<file path="config.mk">
export PLATFORM = sky130hd
export DESIGN_NAME = spi_slave
export DESIGN_NICKNAME = d
export VERILOG_FILES = /design/src/rtl/spi_slave.sv
export SDC_FILE = /design/constraint.sdc
export NUM_CORES = 1
export LEC_CHECK = 0
export CORE_MARGIN = 3
export CORE_UTILIZATION = 54
export CTS_CLUSTER_DIAMETER = 80
export DETAILED_ROUTE_END_ITERATION = 16
export GPL_TIMING_DRIVEN = 0
export MAX_ROUTING_LAYER = met4
export PLACE_DENSITY = 0.76
export SETUP_SLACK_MARGIN = 0.1
export SLEW_MARGIN = 20
export SYNTH_ARGS = -nofsm -noshare
export SYNTH_HDL_FRONTEND = slang
export SYNTH_SLANG_ARGS = --single-unit
</file>
<file path="constraint.sdc">
create_clock -name clk -period 2.3 [get_ports clk]
set_clock_uncertainty 0.15 [all_clocks]
set_input_delay 0.46 -clock clk [delete_from_list [all_inputs] [get_ports clk]]
set_output_delay 0.46 -clock clk [all_outputs]
set_load 0.01 [all_outputs]
</file>
<file path="src/rtl/spi_slave.sv">
// Mode-0 SPI slave, MSB first, 8-bit words, oversampled in the clk domain.
// Received bytes appear on cmd with a one-cycle cmd_valid; MISO echoes the last byte.
module spi_slave (
  input  logic       clk,
  input  logic       SCK,
  input  logic       SSEL,
  input  logic       MOSI,
  output logic       MISO,
  output logic [7:0] cmd,
  output logic       cmd_valid,
  input  logic       reset
);

  // Handshake: cmd_valid is a single-cycle strobe with no ready; the consumer
  // must take cmd in that cycle. cmd stays stable until the next strobe.

  logic [2:0] sck_q;
  logic [2:0] ssel_q;
  logic [1:0] mosi_q;
  logic [2:0] bitcnt_q, bitcnt_d;
  logic [7:0] shift_q, shift_d;
  logic [7:0] tx_q, tx_d;
  logic [7:0] cmd_q, cmd_d;
  logic       valid_q, valid_d;

  logic       sck_rise;
  logic       sck_fall;
  logic       active;
  logic       ssel_start;
  logic       mosi_bit;
  logic       byte_done;
  logic [7:0] rx_byte;

  assign sck_rise   = (sck_q[2:1] == 2'b01);
  assign sck_fall   = (sck_q[2:1] == 2'b10);
  assign active     = ~ssel_q[1];
  assign ssel_start = (ssel_q[2:1] == 2'b10);
  assign mosi_bit   = mosi_q[1];
  assign byte_done  = active && sck_rise && (bitcnt_q == 3'd7);
  assign rx_byte    = {shift_q[6:0], mosi_bit};

  always_comb begin
    bitcnt_d = bitcnt_q;
    shift_d  = shift_q;
    tx_d     = tx_q;
    cmd_d    = cmd_q;
    valid_d  = 1'b0;
    if (!active) begin
      bitcnt_d = 3'd0;
      shift_d  = 8'h00;
    end else begin
      if (sck_rise) begin
        shift_d  = rx_byte;
        bitcnt_d = bitcnt_q + 3'd1;
      end
      if (byte_done) begin
        cmd_d   = rx_byte;
        valid_d = 1'b1;
      end
      // A load wins over the shift so the echoed byte starts at its MSB.
      if (ssel_start) begin
        tx_d = cmd_q;
      end else if (byte_done) begin
        tx_d = rx_byte;
      end else if (sck_fall) begin
        tx_d = {tx_q[6:0], 1'b0};
      end
    end
  end

  always_ff @(posedge clk or posedge reset) begin
    if (reset) begin
      sck_q    <= 3'b000;
      ssel_q   <= 3'b111;
      mosi_q   <= 2'b00;
      bitcnt_q <= 3'd0;
      shift_q  <= 8'h00;
      tx_q     <= 8'h00;
      cmd_q    <= 8'h00;
      valid_q  <= 1'b0;
    end else begin
      sck_q    <= {sck_q[1:0], SCK};
      ssel_q   <= {ssel_q[1:0], SSEL};
      mosi_q   <= {mosi_q[0], MOSI};
      bitcnt_q <= bitcnt_d;
      shift_q  <= shift_d;
      tx_q     <= tx_d;
      cmd_q    <= cmd_d;
      valid_q  <= valid_d;
    end
  end

  assign MISO      = active & tx_q[7];
  assign cmd       = cmd_q;
  assign cmd_valid = valid_q;

endmodule

</file>
==> results.toml <==
[routing]
drt_iter0_markers = 47
avgRoutedWirePerCell_um = 14.03
dr.pass1.iters = 4
vias_per_cell = 5.618
ant_nets = 0
vias = 1073
remaining_drc_errors = 0
wirelength_um = 2679

[die]
fp-row-count = 18
dieWidth_um = 57.87
start_util_pct = 57.59
dieArea_sq_um = 3348
dieHeight_um = 57.87
num_io_pins = 15
core_area_sq_um = 2522

[setup_path]
worst-path-max-fanout = 10
cp.required_ns = 1.69
arrival_ns = 1.38
start_kind = "flip-flop"
r2r-end = "tx_q[7]$_DFFE_PP0P_"
timing.rr.start = "bitcnt_q[0]$_DFFE_PP0P_"
r2r_cells = 9
reg2reg_slack_ns = 0.38
critical_path_class = "flip-flop to output pin"
end_kind = "output pin"
startpoint = "ssel_q[1]$_DFF_PP1_"

[clock_network]
htree_levels = 2
clock_sinks = 35
ctsHoldBuffers = 0
clock_latency_ns = 0.35
cts_tree = "done"
cts_buffer_depth = 2
root_buffer = "clkbuf_4"
numCtsBuffers = 5
cts_setup_buffers = 0
cts.clk_slew.worst_paths_ns = 0.10

[hold_path]
hold_depth = 0
hp-start = "sck_q[0]$_DFF_PP0_"
hold_class = "flip-flop to flip-flop"
whs_endpoint = "sck_q[1]$_DFF_PP0_"

[placement]
place_area_sq_um = 1630
place_inst = 184
post-dp-hpwl_um = 1829
finalWeightedCongestion = 0.8224
io_buffer_count = 14

[synthesis]
synthTopCellsByArea = "dfrtp_1 55%, nand2_1 8.8%, a21oi_1 5.9%, dfstp_2 5.4%, a32o_1 4.8%"
syn_nets = 147
ys_seq_area_share_pct = 60.55
mappedNetlistArea_sq_um = 1453
synth_top_family_by_area = "simple AND/OR/NAND/NOR gates"
yosys.cell_types.count = 23
synthAdderAreaFrac_pct = 1.723
yosysWarnings = 0
ys_seq_elements = 35
muxShareOfSynthArea_pct = 0
synth_cells = 140
synth_compound_area_share_pct = 14.81
synth.top_cell.area_share_pct = 55.12
yosysTopAreaCell = "dfrtp_1"
synthSimpleGateAreaFrac_pct = 15.68
syn_avg_cell_area_sq_um = 10.38
synth_xor_area_share_pct = 0.6029

[final_layout]
final_cells = 191
n_fill_cell = 211
layout_commonest_cell = "nand2_1"
final_cell_mix = "34 x nand2_1, 32 x dfrtp_1, 17 x a21oi_1"
syn2layout_area_growth_pct = 16.71
drive_gt1_share_pct = 13.66
seqCellArea_sq_um = 879.6
design_area_sq_um = 1695
nNetsFinal = 168
multi_input_area_sq_um = 476.7
insertedDiodeCount = 0

[sta]
worst_pin_slew_ns = 0.6899
rsz0062_at_grt = "false"
whs_ns = 0.2115
clock.fmax_mhz = 501.6
period_minus_slack_ns = 1.994
finalMaxSlewViolations = 0
final-setup-viol-count = 0
totalNegativeSetupSlack_ns = 0
fin_crit_sh_pct = 86.68
relSlewSlack_pct = 53.94
hold_viol_final = 0

[grt]
grt_pass1_vias = 1053
grt_usage_pct = 19.48
grt_max_degree = 36
gr-usage-met3_pct = 4.677
grt-ovfl-total = 0
grt-busiest-layer = "met2"
gr-usage-met1_pct = 24.08
grt_use_met2_pct = 29.35
grt_pass1_wl_um = 4664
antenna_found_initial = 0

[pwr]
peakVddDrop_mv = 0.5404
leakage_nw = 0.7780
power_density_nw_per_um2 = 648.8

[run]
max-cap-violations = 0

[status]
outcome = "finished clean"
-- cell type report --
| cell class | instances | area share, % |
|---|---|---|
| Multi-Input combinational cell | 87 | 28.12 |
| Timing Repair Buffer | 14 | 8.192 |
| Inverter | 9 | 2.140 |
| Buffer | 9 | 4.133 |
| Clock inverter | 1 | 0.2952 |
| Sequential cell | 35 | 51.88 |
| Tap cell | 30 | 2.214 |
| Clock buffer | 6 | 3.026 |
-- worst max-delay path, stage by stage, from the launching register on --
cell and delay (ns):
dfstp_2 0.57, clkbuf_8 0.17, nor2b_1 0.04, dlygate4sd2_1 0.27
-- metal layers --
layer  share of wire, %  vias to the layer above
li1                   -                      509
met2                 46                       36
met4                2.9                        0
met5                  0                        -
met3                6.9                        8
met1                 44                      520
-- flip-flops by register name, indices dropped and copies added, names as in the netlist --
| signal | cells |
|---|---|
| cmd_valid | 1 |
| tx_q | 8 |
| sck_q | 3 |
| ssel_q | 3 |
| mosi_q | 2 |
| shift_q | 7 |
| cmd | 8 |
| bitcnt_q | 3 |
-- power breakdown --
part	internal, W	switching (W)
Combinational	0.0000462	0.0000541
Sequential	0.000645	0.0000163
Clock	0.000141	0.000197
-- timing repair --
| action | CTS | global route |
|---|---|---|
| hold endpoints to repair | 0 | 0 |
| setup endpoints to repair | 1 | 0 |
| resized for setup | 4 | 0 |
-- kinds of logic (layout without fill, tap and decap cells) --
logic type                 after synthesis  after routing
DFF                                     35             35
adders and majority gates                2              2
AOI/OAI and AO/OA                       33             33
and+or+nand+nor                         51             51
xor gates and xnor gates                 1              1
buffers and inverters                   18             39
-- worst max-delay path by stage --
stage                                to  slack (ns)
floorplan           tx_q[7]$_DFFE_PP0P_        0.53
global placement    mosi_q[0]$_DFF_PP0_        0.21
detailed placement                 MISO        0.22
CTS                                MISO        0.29
global route                       MISO        0.25
finish                             MISO        0.31
-- metrics by stage --
step           setup WS (ns)  util [%]   power, W
2_1_floorplan         0.5301         -  0.0007436
3_3_place_gp          0.2095     64.63  0.0007682
5_1_grt               0.2452     67.21   0.001149
6_report              0.3065     67.21   0.001100
4_1_cts               0.2923     67.21   0.001110
3_5_place_dp          0.2158     64.63  0.0007733
-- cells in the mapped netlist (all sizes together) --
| library cell | count |
|---|---|
| nand2 | 35 |
| dfrtp | 32 |
| a21oi | 17 |
| inv | 9 |
| a32o | 7 |
| buf | 7 |
| nand3 | 7 |
| o21ai | 7 |
| dfstp | 3 |
| nand2b | 3 |
| nor2b | 3 |
| clkbuf | 2 |
| ha | 2 |
| nor2 | 2 |
| a211o | 1 |
| a21o | 1 |
| nand4bb | 1 |
| xnor2 | 1 |
Power figures use the tool's default switching activity.
